File: src/rtl/traffic_lights_cmd_seq.sv
`default_nettype none
// ============================================================================
// Module   : traffic_lights_cmd_seq
// Purpose  : Expands one high-level host request (ON / OFF / BLINK /
//            RECONFIG) into the ordered command sequence the traffic light
//            controller expects. Each command is a single-cycle cmd_valid_o
//            pulse, followed by GAP_CYCLES idle cycles.
// Revision : 1.0 - initial release
// ----------------------------------------------------------------------------
// Parameters
//   GAP_CYCLES       idle cycles after every command (0 = back-to-back)
// Ports
//   clk_i            clock
//   arst_n_i         asynchronous active-low reset
//   req_valid_i      host request valid
//   req_ready_o      sequencer can accept a request
//   req_op_i         0=ON 1=OFF 2=BLINK 3=RECONFIG
//   req_green_ms_i   green time (RECONFIG only)
//   req_red_ms_i     red time (RECONFIG only)
//   req_yellow_ms_i  yellow time (RECONFIG only)
//   cmd_valid_o      command strobe to the controller
//   cmd_type_o       command type
//   cmd_data_o       command payload (0 unless a timing write is issued)
//   busy_o           sequence in progress
//   err_o            one-cycle pulse when a request is rejected
// Build option
//   TRAFFIC_CMD_SEQ_SKIP_UNCHANGED_EN : keep shadow copies of the controller
//   timings and skip timing writes whose value is already loaded.
// ============================================================================
module traffic_lights_cmd_seq #(
  parameter int GAP_CYCLES = 2
) (
  input  logic        clk_i,
  input  logic        arst_n_i,
  input  logic        req_valid_i,
  output logic        req_ready_o,
  input  logic [1:0]  req_op_i,
  input  logic [15:0] req_green_ms_i,
  input  logic [15:0] req_red_ms_i,
  input  logic [15:0] req_yellow_ms_i,
  output logic        cmd_valid_o,
  output logic [2:0]  cmd_type_o,
  output logic [15:0] cmd_data_o,
  output logic        busy_o,
  output logic        err_o
);

  localparam int c_cnt_w = (GAP_CYCLES > 0) ? $clog2(GAP_CYCLES + 1) : 1;
  // GAP state runs from c_gap_load down to 0, i.e. GAP_CYCLES cycles.
  localparam logic [c_cnt_w-1:0] c_gap_load =
    c_cnt_w'((GAP_CYCLES > 0) ? (GAP_CYCLES - 1) : 0);

  localparam logic [1:0] c_op_on       = 2'd0;
  localparam logic [1:0] c_op_off      = 2'd1;
  localparam logic [1:0] c_op_blink    = 2'd2;
  localparam logic [1:0] c_op_reconfig = 2'd3;

  localparam logic [2:0] c_cmd_on     = 3'd0;
  localparam logic [2:0] c_cmd_off    = 3'd1;
  localparam logic [2:0] c_cmd_blink  = 3'd2;
  localparam logic [2:0] c_cmd_green  = 3'd3;
  localparam logic [2:0] c_cmd_red    = 3'd4;
  localparam logic [2:0] c_cmd_yellow = 3'd5;

  // RECONFIG slot numbering: 0=blink, 1=green, 2=red, 3=yellow, 4=on.
  // Non-RECONFIG ops use slot 0 only.
  localparam logic [2:0] c_slot_first  = 3'd0;
  localparam logic [2:0] c_slot_green  = 3'd1;
  localparam logic [2:0] c_slot_red    = 3'd2;
  localparam logic [2:0] c_slot_yellow = 3'd3;
  localparam logic [2:0] c_slot_last   = 3'd4;

  typedef enum logic [1:0] {
    ST_IDLE  = 2'd0,
    ST_ISSUE = 2'd1,
    ST_GAP   = 2'd2
  } state_t;

  state_t             r_state;
  logic [2:0]         r_idx;
  logic [c_cnt_w-1:0] r_cnt;
  logic [1:0]         r_op;
  logic [15:0]        r_green;
  logic [15:0]        r_red;
  logic [15:0]        r_yellow;
  logic               r_cmd_valid;
  logic [2:0]         r_cmd_type;
  logic [15:0]        r_cmd_data;
  logic               r_ready;
  logic               r_busy;
  logic               r_err;

  state_t             w_state_n;
  logic [2:0]         w_idx_n;
  logic [c_cnt_w-1:0] w_cnt_n;
  logic               w_valid_n;
  logic [2:0]         w_type_n;
  logic [15:0]        w_data_n;
  logic               w_ready_n;
  logic               w_err_n;

  logic               w_accept;
  logic               w_reject;
  logic [2:0]         w_first_type;
  logic               w_need_green;
  logic               w_need_red;
  logic               w_need_yellow;
  logic               w_has_next;
  logic [2:0]         w_next_slot;
  logic [2:0]         w_next_type;
  logic [15:0]        w_next_data;

  assign w_accept = (r_state == ST_IDLE) && r_ready && req_valid_i;
  assign w_reject = (req_op_i == c_op_reconfig) &&
                    ((req_green_ms_i == 16'd0) || (req_red_ms_i == 16'd0) ||
                     (req_yellow_ms_i == 16'd0));

  // First command is known straight from the request; RECONFIG always opens
  // with BLINK so the controller is safe before any timing write.
  always_comb begin
    w_first_type = c_cmd_on;
    case (req_op_i)
      c_op_on:       w_first_type = c_cmd_on;
      c_op_off:      w_first_type = c_cmd_off;
      c_op_blink:    w_first_type = c_cmd_blink;
      c_op_reconfig: w_first_type = c_cmd_blink;
      default:       w_first_type = c_cmd_on;
    endcase
  end

`ifdef TRAFFIC_CMD_SEQ_SKIP_UNCHANGED_EN
  // Mirror of the timings currently loaded in the controller; reset values
  // match the controller's own reset defaults.
  logic [15:0] r_shadow_green;
  logic [15:0] r_shadow_red;
  logic [15:0] r_shadow_yellow;

  always_ff @(posedge clk_i or negedge arst_n_i) begin
    if (!arst_n_i) begin
      r_shadow_green  <= 16'd50;
      r_shadow_red    <= 16'd2;
      r_shadow_yellow <= 16'd30;
    end else if (w_valid_n) begin
      if (w_type_n == c_cmd_green)  r_shadow_green  <= w_data_n;
      if (w_type_n == c_cmd_red)    r_shadow_red    <= w_data_n;
      if (w_type_n == c_cmd_yellow) r_shadow_yellow <= w_data_n;
    end
  end

  assign w_need_green  = (r_green  != r_shadow_green);
  assign w_need_red    = (r_red    != r_shadow_red);
  assign w_need_yellow = (r_yellow != r_shadow_yellow);
`else
  assign w_need_green  = 1'b1;
  assign w_need_red    = 1'b1;
  assign w_need_yellow = 1'b1;
`endif

  // Next slot after the current one, skipping timing writes not needed.
  // The final ON slot is always issued, so the index never passes slot 4.
  always_comb begin
    w_has_next  = (r_op == c_op_reconfig) && (r_idx < c_slot_last);
    w_next_slot = c_slot_last;
    if ((r_idx < c_slot_green) && w_need_green) begin
      w_next_slot = c_slot_green;
    end else if ((r_idx < c_slot_red) && w_need_red) begin
      w_next_slot = c_slot_red;
    end else if ((r_idx < c_slot_yellow) && w_need_yellow) begin
      w_next_slot = c_slot_yellow;
    end
  end

  always_comb begin
    w_next_type = c_cmd_on;
    w_next_data = 16'd0;
    case (w_next_slot)
      c_slot_green: begin
        w_next_type = c_cmd_green;
        w_next_data = r_green;
      end
      c_slot_red: begin
        w_next_type = c_cmd_red;
        w_next_data = r_red;
      end
      c_slot_yellow: begin
        w_next_type = c_cmd_yellow;
        w_next_data = r_yellow;
      end
      default: begin
        w_next_type = c_cmd_on;
        w_next_data = 16'd0;
      end
    endcase
  end

  // Next-state and next-output logic; every output is registered so the
  // controller never sees a combinational path from req_*.
  always_comb begin
    w_state_n = r_state;
    w_idx_n   = r_idx;
    w_cnt_n   = r_cnt;
    w_valid_n = 1'b0;
    w_type_n  = c_cmd_on;
    w_data_n  = 16'd0;
    w_ready_n = r_ready;
    w_err_n   = 1'b0;

    case (r_state)
      ST_IDLE: begin
        w_ready_n = 1'b1;
        if (w_accept) begin
          if (w_reject) begin
            w_err_n = 1'b1;
          end else begin
            w_state_n = ST_ISSUE;
            w_idx_n   = c_slot_first;
            w_valid_n = 1'b1;
            w_type_n  = w_first_type;
            w_ready_n = 1'b0;
          end
        end
      end

      ST_ISSUE: begin
        if (GAP_CYCLES > 0) begin
          w_state_n = ST_GAP;
          w_cnt_n   = c_gap_load;
        end else if (w_has_next) begin
          w_idx_n   = w_next_slot;
          w_valid_n = 1'b1;
          w_type_n  = w_next_type;
          w_data_n  = w_next_data;
        end else begin
          w_state_n = ST_IDLE;
          w_ready_n = 1'b1;
        end
      end

      ST_GAP: begin
        if (r_cnt == '0) begin
          if (w_has_next) begin
            w_state_n = ST_ISSUE;
            w_idx_n   = w_next_slot;
            w_valid_n = 1'b1;
            w_type_n  = w_next_type;
            w_data_n  = w_next_data;
          end else begin
            w_state_n = ST_IDLE;
            w_ready_n = 1'b1;
          end
        end else begin
          w_cnt_n = r_cnt - 1'b1;
        end
      end

      default: begin
        w_state_n = ST_IDLE;
        w_ready_n = 1'b1;
      end
    endcase
  end

  always_ff @(posedge clk_i or negedge arst_n_i) begin
    if (!arst_n_i) begin
      r_state     <= ST_IDLE;
      r_idx       <= 3'd0;
      r_cnt       <= '0;
      r_op        <= 2'd0;
      r_green     <= 16'd0;
      r_red       <= 16'd0;
      r_yellow    <= 16'd0;
      r_cmd_valid <= 1'b0;
      r_cmd_type  <= 3'd0;
      r_cmd_data  <= 16'd0;
      r_ready     <= 1'b0;
      r_busy      <= 1'b0;
      r_err       <= 1'b0;
    end else begin
      r_state     <= w_state_n;
      r_idx       <= w_idx_n;
      r_cnt       <= w_cnt_n;
      r_cmd_valid <= w_valid_n;
      r_cmd_type  <= w_type_n;
      r_cmd_data  <= w_data_n;
      r_ready     <= w_ready_n;
      r_busy      <= !w_ready_n;
      r_err       <= w_err_n;
      if (w_accept) begin
        r_op     <= req_op_i;
        r_green  <= req_green_ms_i;
        r_red    <= req_red_ms_i;
        r_yellow <= req_yellow_ms_i;
      end
    end
  end

  assign req_ready_o = r_ready;
  assign busy_o      = r_busy;
  assign err_o       = r_err;
  assign cmd_valid_o = r_cmd_valid;
  assign cmd_type_o  = r_cmd_type;
  assign cmd_data_o  = r_cmd_data;

endmodule
`default_nettype wire

File: config.mk
export PLATFORM = sky130hd
export DESIGN_NAME = traffic_lights_cmd_seq
export DESIGN_NICKNAME = d
export VERILOG_FILES = /design/src/rtl/traffic_lights_cmd_seq.sv
export SDC_FILE = /design/constraint.sdc
export NUM_CORES = 1
export LEC_CHECK = 0
export BUFFER_PORTS_ARGS = -buffer_cell sky130_fd_sc_hd__buf_4
export CAP_MARGIN = 20
export CELL_PAD_IN_SITES_DETAIL_PLACEMENT = 1
export CELL_PAD_IN_SITES_GLOBAL_PLACEMENT = 2
export CORE_MARGIN = 3
export CORE_UTILIZATION = 34
export CTS_BUF_LIST = sky130_fd_sc_hd__clkbuf_4 sky130_fd_sc_hd__clkbuf_8
export DETAILED_ROUTE_END_ITERATION = 12
export PLACE_DENSITY = 0.88
export REMOVE_ABC_BUFFERS = 1
export SYNTH_ARGS = -nofsm -noshare
export SYNTH_HDL_FRONTEND = slang
export SYNTH_SLANG_ARGS = --single-unit
File: constraint.sdc
create_clock -name clk_i -period 1.8 [get_ports clk_i]
set_input_delay 0.09 -clock clk_i [delete_from_list [all_inputs] [get_ports clk_i]]
set_output_delay 0.09 -clock clk_i [all_outputs]
set_load 0.05 [all_outputs]
# Word level (Yosys, flattened, before mapping)
# Index checks and enable logic that the tools add are counted.
# W data, S select, Z words.
# classes
addsub	1
order_cmp	4
n_eq_ne	14
n_mux	38
reduce_logical	19
# ops
op	count
$logic_not A16 Y1	3
$mux W16	3
$pmux W16 S3	1
$mux W3	11
$pmux W3 S3	2
$pmux W3 S2	2
$mux W1	11
$ne A2 B2 Y1 const B	5
$eq A2 B2 Y1 const B	4
$mux W2	4
$eq A3 B2 Y1 const B	2
$logic_not A2 Y1	3
$lt A3 B2 Y1 const B	2
$pmux W2 S3	1
$reduce_and A5 Y1	1
$eq A2 B1 Y1 const B	2
$logic_and A1 B1 Y1	4
$pmux W2 S2	1
$reduce_bool A2 Y1	2
$eq A3 B1 Y1 const B	1
$lt A3 B1 Y1 const B	1
$lt A3 B3 Y1 const B	1
$pmux W1 S3	1
$reduce_and A3 Y1	1
6 further kinds	7
# totals
reg_bits	80
inputBits	53

# Logic depth before layout (Yosys ltp)
# Gate-level depths: netlist (run 1).
# logic_depth
ltp_word	9
mapped_depth	6
ltp_nobuf	5

# Least setup slack after synthesis (run 1)
# OpenSTA, ideal clock, no wires.
# synth_path
path_type	register -> register
from	register r_ready (netlist: req_ready_o)
to	register r_idx[1]
setup_ns	0.120
arrival_time_ns	1.375
setup_slack_ns	0.304
path_stages_with_launch	5
n_path_buf	1
cell_sequence	dfrtp_1 and4bb_1 buf_4 nand4_2 a41o_1
# synth_via
elab_chain_len	4
# synth_lines
element	line	text
start: declaration	89	logic r_ready;
start signal: assignment	285	r_ready <= w_ready_n;
$logic_and A1 B1 Y1 (2 in series)	113	assign w_accept = (r_state == ST_IDLE) && r_ready && req_valid_i;
$ne A2 B2 Y1 (no line)	-	
$reduce_and A5 Y1 (no line)	-	
end signal: assignment	280	r_idx <= w_idx_n;
end: declaration	80	logic [2:0] r_idx;
# Every way passes these cells.
# A chain may end at the register's enable or synchronous reset.

# Worst setup path after layout (run 1)
# layout_path
from	input port req_yellow_ms_i[2]
to	register r_cmd_valid (netlist: cmd_valid_o)
# layout_via
elab_chain_len	6
# layout_lines
element	line	text
start: declaration	40	input logic [15:0] req_yellow_ms_i,
$logic_not A16 Y1	116	(req_yellow_ms_i == 16'd0));
$logic_or A1 B1 Y1	115	((req_green_ms_i == 16'd0) || (req_red_ms_i == 16'd0) ||
$logic_and A1 B1 Y1	114	assign w_reject = (req_op_i == c_op_reconfig) &&
$mux W1	212	if (w_reject) begin
$mux W1	211	if (w_accept) begin
$pmux W1 S2	208	case (r_state)
net w_valid_n	96	logic w_valid_n;
end signal: assignment	282	r_cmd_valid <= w_valid_n;
end: declaration	86	logic r_cmd_valid;
# The timed path passes the listed nets, and every way through them passes these cells.

==> impl_metrics.json, run 1 <==
{
  "final.setup.tns_ps": 0,
  "critical-path-max-stage-delay_ps": 540,
  "drt.antenna.violating_nets": 0,
  "area.growth.synth_to_final_pct": 40.84,
  "stdcell_count": 642,
  "route.final.wire_length_mm": 10.59,
  "tritoncts": "yes",
  "place_congestion": 0.7517,
  "cts-buffers-inserted": 9,
  "synth_seq_cells": 80,
  "power_density_nw_per_um2": 1301,
  "worst_setup_hold_path_clk_slew_ps": 70,
  "final-hold-violation-count": 0,
  "most_common_cell_in_the_synthesized_netlist": "sky130_fd_sc_hd__nand2_1",
  "die_area_um2": 11450,
  "route.detailed.vias_per_inst": 4.819,
  "worst_hold_path.num_cells": 3,
  "synth-async-reset-ratio_pct": 100.0,
  "finalSetupViolCount": 0,
  "worstPathBufferInverterCount": 2,
  "reg2regPathDepth": 4,
  "antenna_found_initial": 0,
  "synth.distinct_cells": 38,
  "clk-insertion-delay-late_ps": 360,
  "cp_data_arrival_time_ps": 1950,
  "r2r_setup_slk_ps": 250,
  "place.detailed.instances": 576,
  "die-width_um": 107,
  "area_used_by_multi_input_combinational_logic_um2": 1346,
  "synth.cell_area_um2": 3468,
  "count_of_h_tree_levels_built_during_cts": 3,
  "filler_cells": 1140,
  "leakage_nw": 2.461,
  "vdd_ir_drop_max_mv": 0.4743,
  "post_synth_edffs": 0,
  "timing.final.crit_period_ps": 1738,
  "ys.flop_type": "sky130_fd_sc_hd__dfrtp_1",
  "clk_path_buf_depth": 2,
  "place_worst_setup_slack_ps": 226.9,
  "critical_path_cell_by_cell": "dlygate4sd3_1 -> buf_4 -> nor4_1 -> nand4_1 -> nand3_1 -> a41oi_1",
  "seq_area_frac_synth_pct": 57.72,
  "route.detailed.drc": 0,
  "insertedDiodeCount": 0,
  "grtUsageTotal_pct": 19.73,
  "final_skew_ps": 11.16,
  "synth_top_cell_by_area": "sky130_fd_sc_hd__dfrtp_1",
  "maxSlewViolCount": 0,
  "cts_num_sinks": 80,
  "critPathRequiredTime_ps": 2010,
  "worst_hold_startpoint": "req_op_i[0]",
  "pin_count": 76,
  "type_of_the_worst_setup_path": "input port to register",
  "grt_pass1_vias": 3431,
  "netlist_top_cells_count": "151 x sky130_fd_sc_hd__nand2_1, 80 x sky130_fd_sc_hd__dfrtp_1, 38 x sky130_fd_sc_hd__nor2_1",
  "synth.yosys.warnings": 0,
  "rows": 36,
  "ys_top_cells_by_area": "sky130_fd_sc_hd__dfrtp_1 58%, sky130_fd_sc_hd__nand2_1 16%, sky130_fd_sc_hd__mux2i_1 4.9%",
  "yosysTopAreaCellShare_pct": 57.72,
  "grt_max_degree": 51,
  "finalCritPeriodShare_pct": 96.58,
  "fin_ws_ps": 61.57,
  "floorplan_die_height_um": 107,
  "placeableCoreArea_um2": 9864,
  "r2r-end": "r_yellow[12]$_DFFE_PN0P_",
  "dr.first_iter.drc_count": 120,
  "number_of_port_buffers": 75,
  "grt_overflow_total": 0,
  "cp_num_cells": 6,
  "syn_area_per_cell_um2": 9.224,
  "min_path_type": "input port to register",
  "fin_area_um2": 4885,
  "cp_slowest_cell": "sky130_fd_sc_hd__nor4_1",
  "via_total_after_detailed_routing": 3094,
  "whs_ps": 16.05,
  "final_util_pct": 49.52,
  "unrepaired_setup_endpoints_after_global_routing": "false",
  "max_frequency_mhz": 575.2,
  "status": "completed",
  "drt_first_pass_iters": 4,
  "timing.critical_path.max_delay_family": "simple AND/OR/NAND/NOR gates",
  "kind_of_capture_point_of_the_worst_setup_path": "register",
  "layout.area.seq_um2": 2002,
  "maxCapViolations": 0,
  "worst_slew_pin_slew_ps": 587.0,
  "remaining_max_slew_budget_at_the_tightest_pin_pct": 60.51,
  "post_synthesis_instance_total": 376,
  "critical_path_start_type": "input port",
  "hold-path-endpoint": "r_op[0]$_DFFE_PN0P_",
  "dpl-instance-area_um2": 4200,
  "worstReg2RegStart": "r_state[1]$_DFFE_PN0P_",
  "detailedPlacementHpwl_mm": 6.923,
  "totalPowerFinal_mw": 6.357,
  "drive_gt1_share_pct": 22.40,
  "root_buffer_cell": "sky130_fd_sc_hd__clkbuf_8",
  "first_pass_grt_wire_length_mm": 17.27,
  "worstPathMaxFanout": 5,
  "final_nets": 558,
  "start_util_pct": 35.16,
  "routed_wire_length_per_instance_um": 16.50
}
[cell families (layout without fill, tap and decap cells)]
logic type / count (synthesis) / in the layout / share of synthesized area (%)
AO/OA/AOI/OAI: 35 / 35 / 6.566
XOR/XNOR: 1 / 1 / 0.2526
adder cells (fa/ha/maj): 1 / 1 / 0.3607
buffers and inverters: 25 / 158 / 3.788
flip-flops: 80 / 80 / 57.72
multiplexers: 17 / 17 / 4.906
AND/OR/NAND/NOR: 217 / 217 / 26.41
[layout by cell type (no fill, tap or decap), types with 2 or more instances in the layout]
| cell | count |
|---|---|
| sky130_fd_sc_hd__nand2_1 | 151 |
| sky130_fd_sc_hd__buf_4 | 88 |
| sky130_fd_sc_hd__dfrtp_1 | 80 |
| sky130_fd_sc_hd__dlygate4sd3_1 | 50 |
| sky130_fd_sc_hd__nor2_1 | 38 |
| sky130_fd_sc_hd__a21oi_1 | 18 |
| sky130_fd_sc_hd__mux2i_1 | 17 |
| sky130_fd_sc_hd__nor4_1 | 11 |
| sky130_fd_sc_hd__clkbuf_8 | 10 |
| sky130_fd_sc_hd__nor2b_1 | 3 |
| sky130_fd_sc_hd__nand4_1 | 3 |
| sky130_fd_sc_hd__o21ai_0 | 3 |
| sky130_fd_sc_hd__o211a_1 | 3 |
| sky130_fd_sc_hd__clkinvlp_4 | 3 |
| sky130_fd_sc_hd__inv_1 | 2 |
| sky130_fd_sc_hd__a41oi_1 | 2 |
| sky130_fd_sc_hd__clkinv_2 | 2 |
[worst register-to-register path, delay by kind of cell (launching register included)]
| kind | cells | cell delay, ps |
|---|---|---|
| DFF | 1 | 480 |
| and+or+nand+nor | 3 | 690 |
| buffers and inverters | 1 | 320 |
[cell type report]
| type | count | area share (%) |
|---|---|---|
| tap | 133 | 3.407 |
| inverter | 3 | 0.2305 |
| multi-input combinational | 271 | 27.56 |
| clock buffer | 11 | 2.971 |
| sequential | 80 | 40.98 |
| timing repair buffer | 139 | 24.18 |
| clock inverter | 5 | 0.6660 |
[worst max path at each step]
stage	end	start	slack (ps)
floorplan	r_idx[1]$_DFFE_PN0P_	req_ready_o$_DFF_PN0_	-980
global route	cmd_valid_o$_DFF_PN0_	req_red_ms_i[13]	40
finish	cmd_valid_o$_DFF_PN0_	req_yellow_ms_i[2]	60
CTS	cmd_valid_o$_DFF_PN0_	req_yellow_ms_i[1]	20
detailed placement	cmd_valid_o$_DFF_PN0_	req_yellow_ms_i[1]	230
global placement	r_state[0]$_DFFE_PN0P_	req_yellow_ms_i[1]	240
[metal layers]
metal	up-vias	wire [um]	global-route usage, %
met5	-	0	0
met4	0	255	8.858
met3	19	373	2.830
met2	72	5372	33.50
met1	1522	4589	24.98
li1	1481	-	-
[power by group]
part	switching [mW]	total [mW]	internal [mW]
logic	1.42	2.33	0.916
registers	0.382	2.81	2.42
clock network	0.667	1.22	0.549
[sequential cells by signal, summed over array words and instances, names as in the netlist]
name	flops
r_state	2
r_idx	3
r_green	16
busy_o	1
r_cnt	2
cmd_data_o	16
cmd_type_o	3
req_ready_o	1
r_op	2
cmd_valid_o	1
r_yellow	16
err_o	1
r_red	16
[what timing repair did]
| action | in CTS | in global routing |
|---|---|---|
| endpoints found under the setup margin | 0 | 4 |
| setup buffers | 0 | 0 |
| hold buffers | 50 | 0 |
| endpoints found under the hold margin | 89 | 0 |
| gates resized for setup | 0 | 1 |
(Power assumes the default switching activity.)
==> run 2, diff against run 1 <==
- HOLD_SLACK_MARGIN: not set -> 0.15
==> impl_metrics.json, run 2 (synthesis results as in run 1) <==
{
  "status": "completed",
  "grt_max_degree": 51,
  "cp_data_arrival_time_ps": 1940,
  "fin_area_um2": 4895,
  "worstSetupStartpoint": "req_yellow_ms_i[2]",
  "timing.final.crit_period_ps": 1736,
  "grt_overflow_total": 0,
  "route.detailed.vias_per_inst": 4.810,
  "drive_gt1_share_pct": 22.35,
  "start_util_pct": 35.16,
  "maxSlewViolCount": 0,
  "min_path_type": "input port to async pin",
  "routed_wire_length_per_instance_um": 16.48,
  "postCtsSetupBuffers": 0,
  "number_of_port_buffers": 75,
  "remaining_max_slew_budget_at_the_tightest_pin_pct": 60.87,
  "drt.antenna.violating_nets": 0,
  "worstPathMaxFanout": 5,
  "cts-buffers-inserted": 9,
  "clk-insertion-delay-late_ps": 360,
  "die_area_um2": 11450,
  "dpl-instance-area_um2": 4200,
  "unrepaired_setup_endpoints_after_global_routing": "false",
  "floorplan_die_height_um": 107,
  "antenna_found_initial": 0,
  "place_worst_setup_slack_ps": 226.9,
  "critical_path_start_type": "input port",
  "root_buffer_cell": "sky130_fd_sc_hd__clkbuf_8",
  "totalPowerFinal_mw": 6.364,
  "worst_slew_pin_slew_ps": 581.6,
  "place.detailed.instances": 576,
  "max_frequency_mhz": 576.0,
  "rows": 36,
  "critical-path-max-stage-delay_ps": 540,
  "count_of_h_tree_levels_built_during_cts": 3,
  "maxCapViolations": 0,
  "place_congestion": 0.7517,
  "first_pass_grt_wire_length_mm": 17.26,
  "detailedPlacementHpwl_mm": 6.923,
  "via_total_after_detailed_routing": 3093,
  "cp_slowest_cell": "sky130_fd_sc_hd__nor4_1",
  "placeableCoreArea_um2": 9864,
  "final_skew_ps": 11.15,
  "cts_num_sinks": 80,
  "final-hold-violation-count": 0,
  "area.growth.synth_to_final_pct": 41.13,
  "r2r_setup_slk_ps": 260,
  "drt_first_pass_iters": 4,
  "pin_count": 76,
  "worst_setup_hold_path_clk_slew_ps": 80,
  "finalCritPeriodShare_pct": 96.45,
  "layout_commonest_cell": "sky130_fd_sc_hd__nand2_1",
  "clk_path_buf_depth": 2,
  "type_of_the_worst_setup_path": "input port to register",
  "fin_ws_ps": 63.92,
  "grt_pass1_vias": 3437,
  "critPathRequiredTime_ps": 2010,
  "kind_of_capture_point_of_the_worst_setup_path": "register",
  "vdd_ir_drop_max_mv": 0.4749,
  "leakage_nw": 2.465,
  "worstReg2RegStart": "r_state[1]$_DFFE_PN0P_",
  "route.final.wire_length_mm": 10.60,
  "tritoncts": "yes",
  "power_density_nw_per_um2": 1300,
  "final_nets": 559,
  "insertedDiodeCount": 0,
  "finalSetupViolCount": 0,
  "stdcell_count": 643,
  "final_cell_mix": "151 x sky130_fd_sc_hd__nand2_1, 88 x sky130_fd_sc_hd__buf_4, 80 x sky130_fd_sc_hd__dfrtp_1",
  "critical_path_cell_by_cell": "dlygate4sd3_1 -> buf_4 -> nor4_1 -> nand4_1 -> nand3_1 -> a41oi_1",
  "route.detailed.drc": 0,
  "die-width_um": 107,
  "grtUsageTotal_pct": 19.72,
  "final_util_pct": 49.62,
  "dr.first_iter.drc_count": 103
}
[run 2: final cells by class]
| cell class | count | area, um^2 |
|---|---|---|
| timing repair buffer | 140 | 1191 |
| sequential | 80 | 2002 |
| clock inverter | 5 | 32.53 |
| tap | 133 | 166.4 |
| multi-input combinational | 271 | 1346 |
| clock buffer | 11 | 145.1 |
| inverter | 3 | 11.26 |
| fill | 1139 | 4970 |
[run 2: worst max-delay path: cells and delay by family]
family                 cells  cell delay (ps)
and+or+nand+nor            3             1020
buffers and inverters      2              670
AOI/OAI and AO/OA          1              170
[run 2: worst paths after layout]
path	depth (start not counted)	to
min	2	r_red[11]$_DFFE_PN0P_
min in group clk_i	5	busy_o$_DFF_PN0_
max reg2reg	4	r_yellow[12]$_DFFE_PN0P_
max in group asynchronous	3	r_green[15]$_DFFE_PN0P_
max	6	cmd_valid_o$_DFF_PN0_
min reg2reg	2	r_green[1]$_DFFE_PN0P_
[run 2: repair_timing]
action / in CTS / in global routing
hold endpoints to repair: 95 / 0
resized for setup: 0 / 1
setup endpoints to repair: 0 / 4
hold buffers: 51 / 0
[run 2: metal layers]
layer,GRT usage (%),wire length (um),vias up
met5,0,0,-
met4,8.950,296,0
met3,2.950,365,22
met2,33.45,5302,75
met1,24.86,4635,1512
li1,-,-,1484
[run 2: stage by stage]
step / setup TNS [ps] / hold slack (ps)
6_report: 0 / 255.9
5_1_grt: 0 / 272.2
4_1_cts: 0 / 248.2
3_5_place_dp: 0 / 112.8
3_3_place_gp: 0 / 108.8
2_1_floorplan: -32950 / -205.6
[run 2: power breakdown]
part / internal [mW] / switching (mW) / leakage (nW)
Combinational: 0.917 / 1.43 / 1.35
Clock: 0.549 / 0.668 / 0.0848
Sequential: 2.42 / 0.379 / 1.03
Total: 3.89 / 2.47 / 2.46
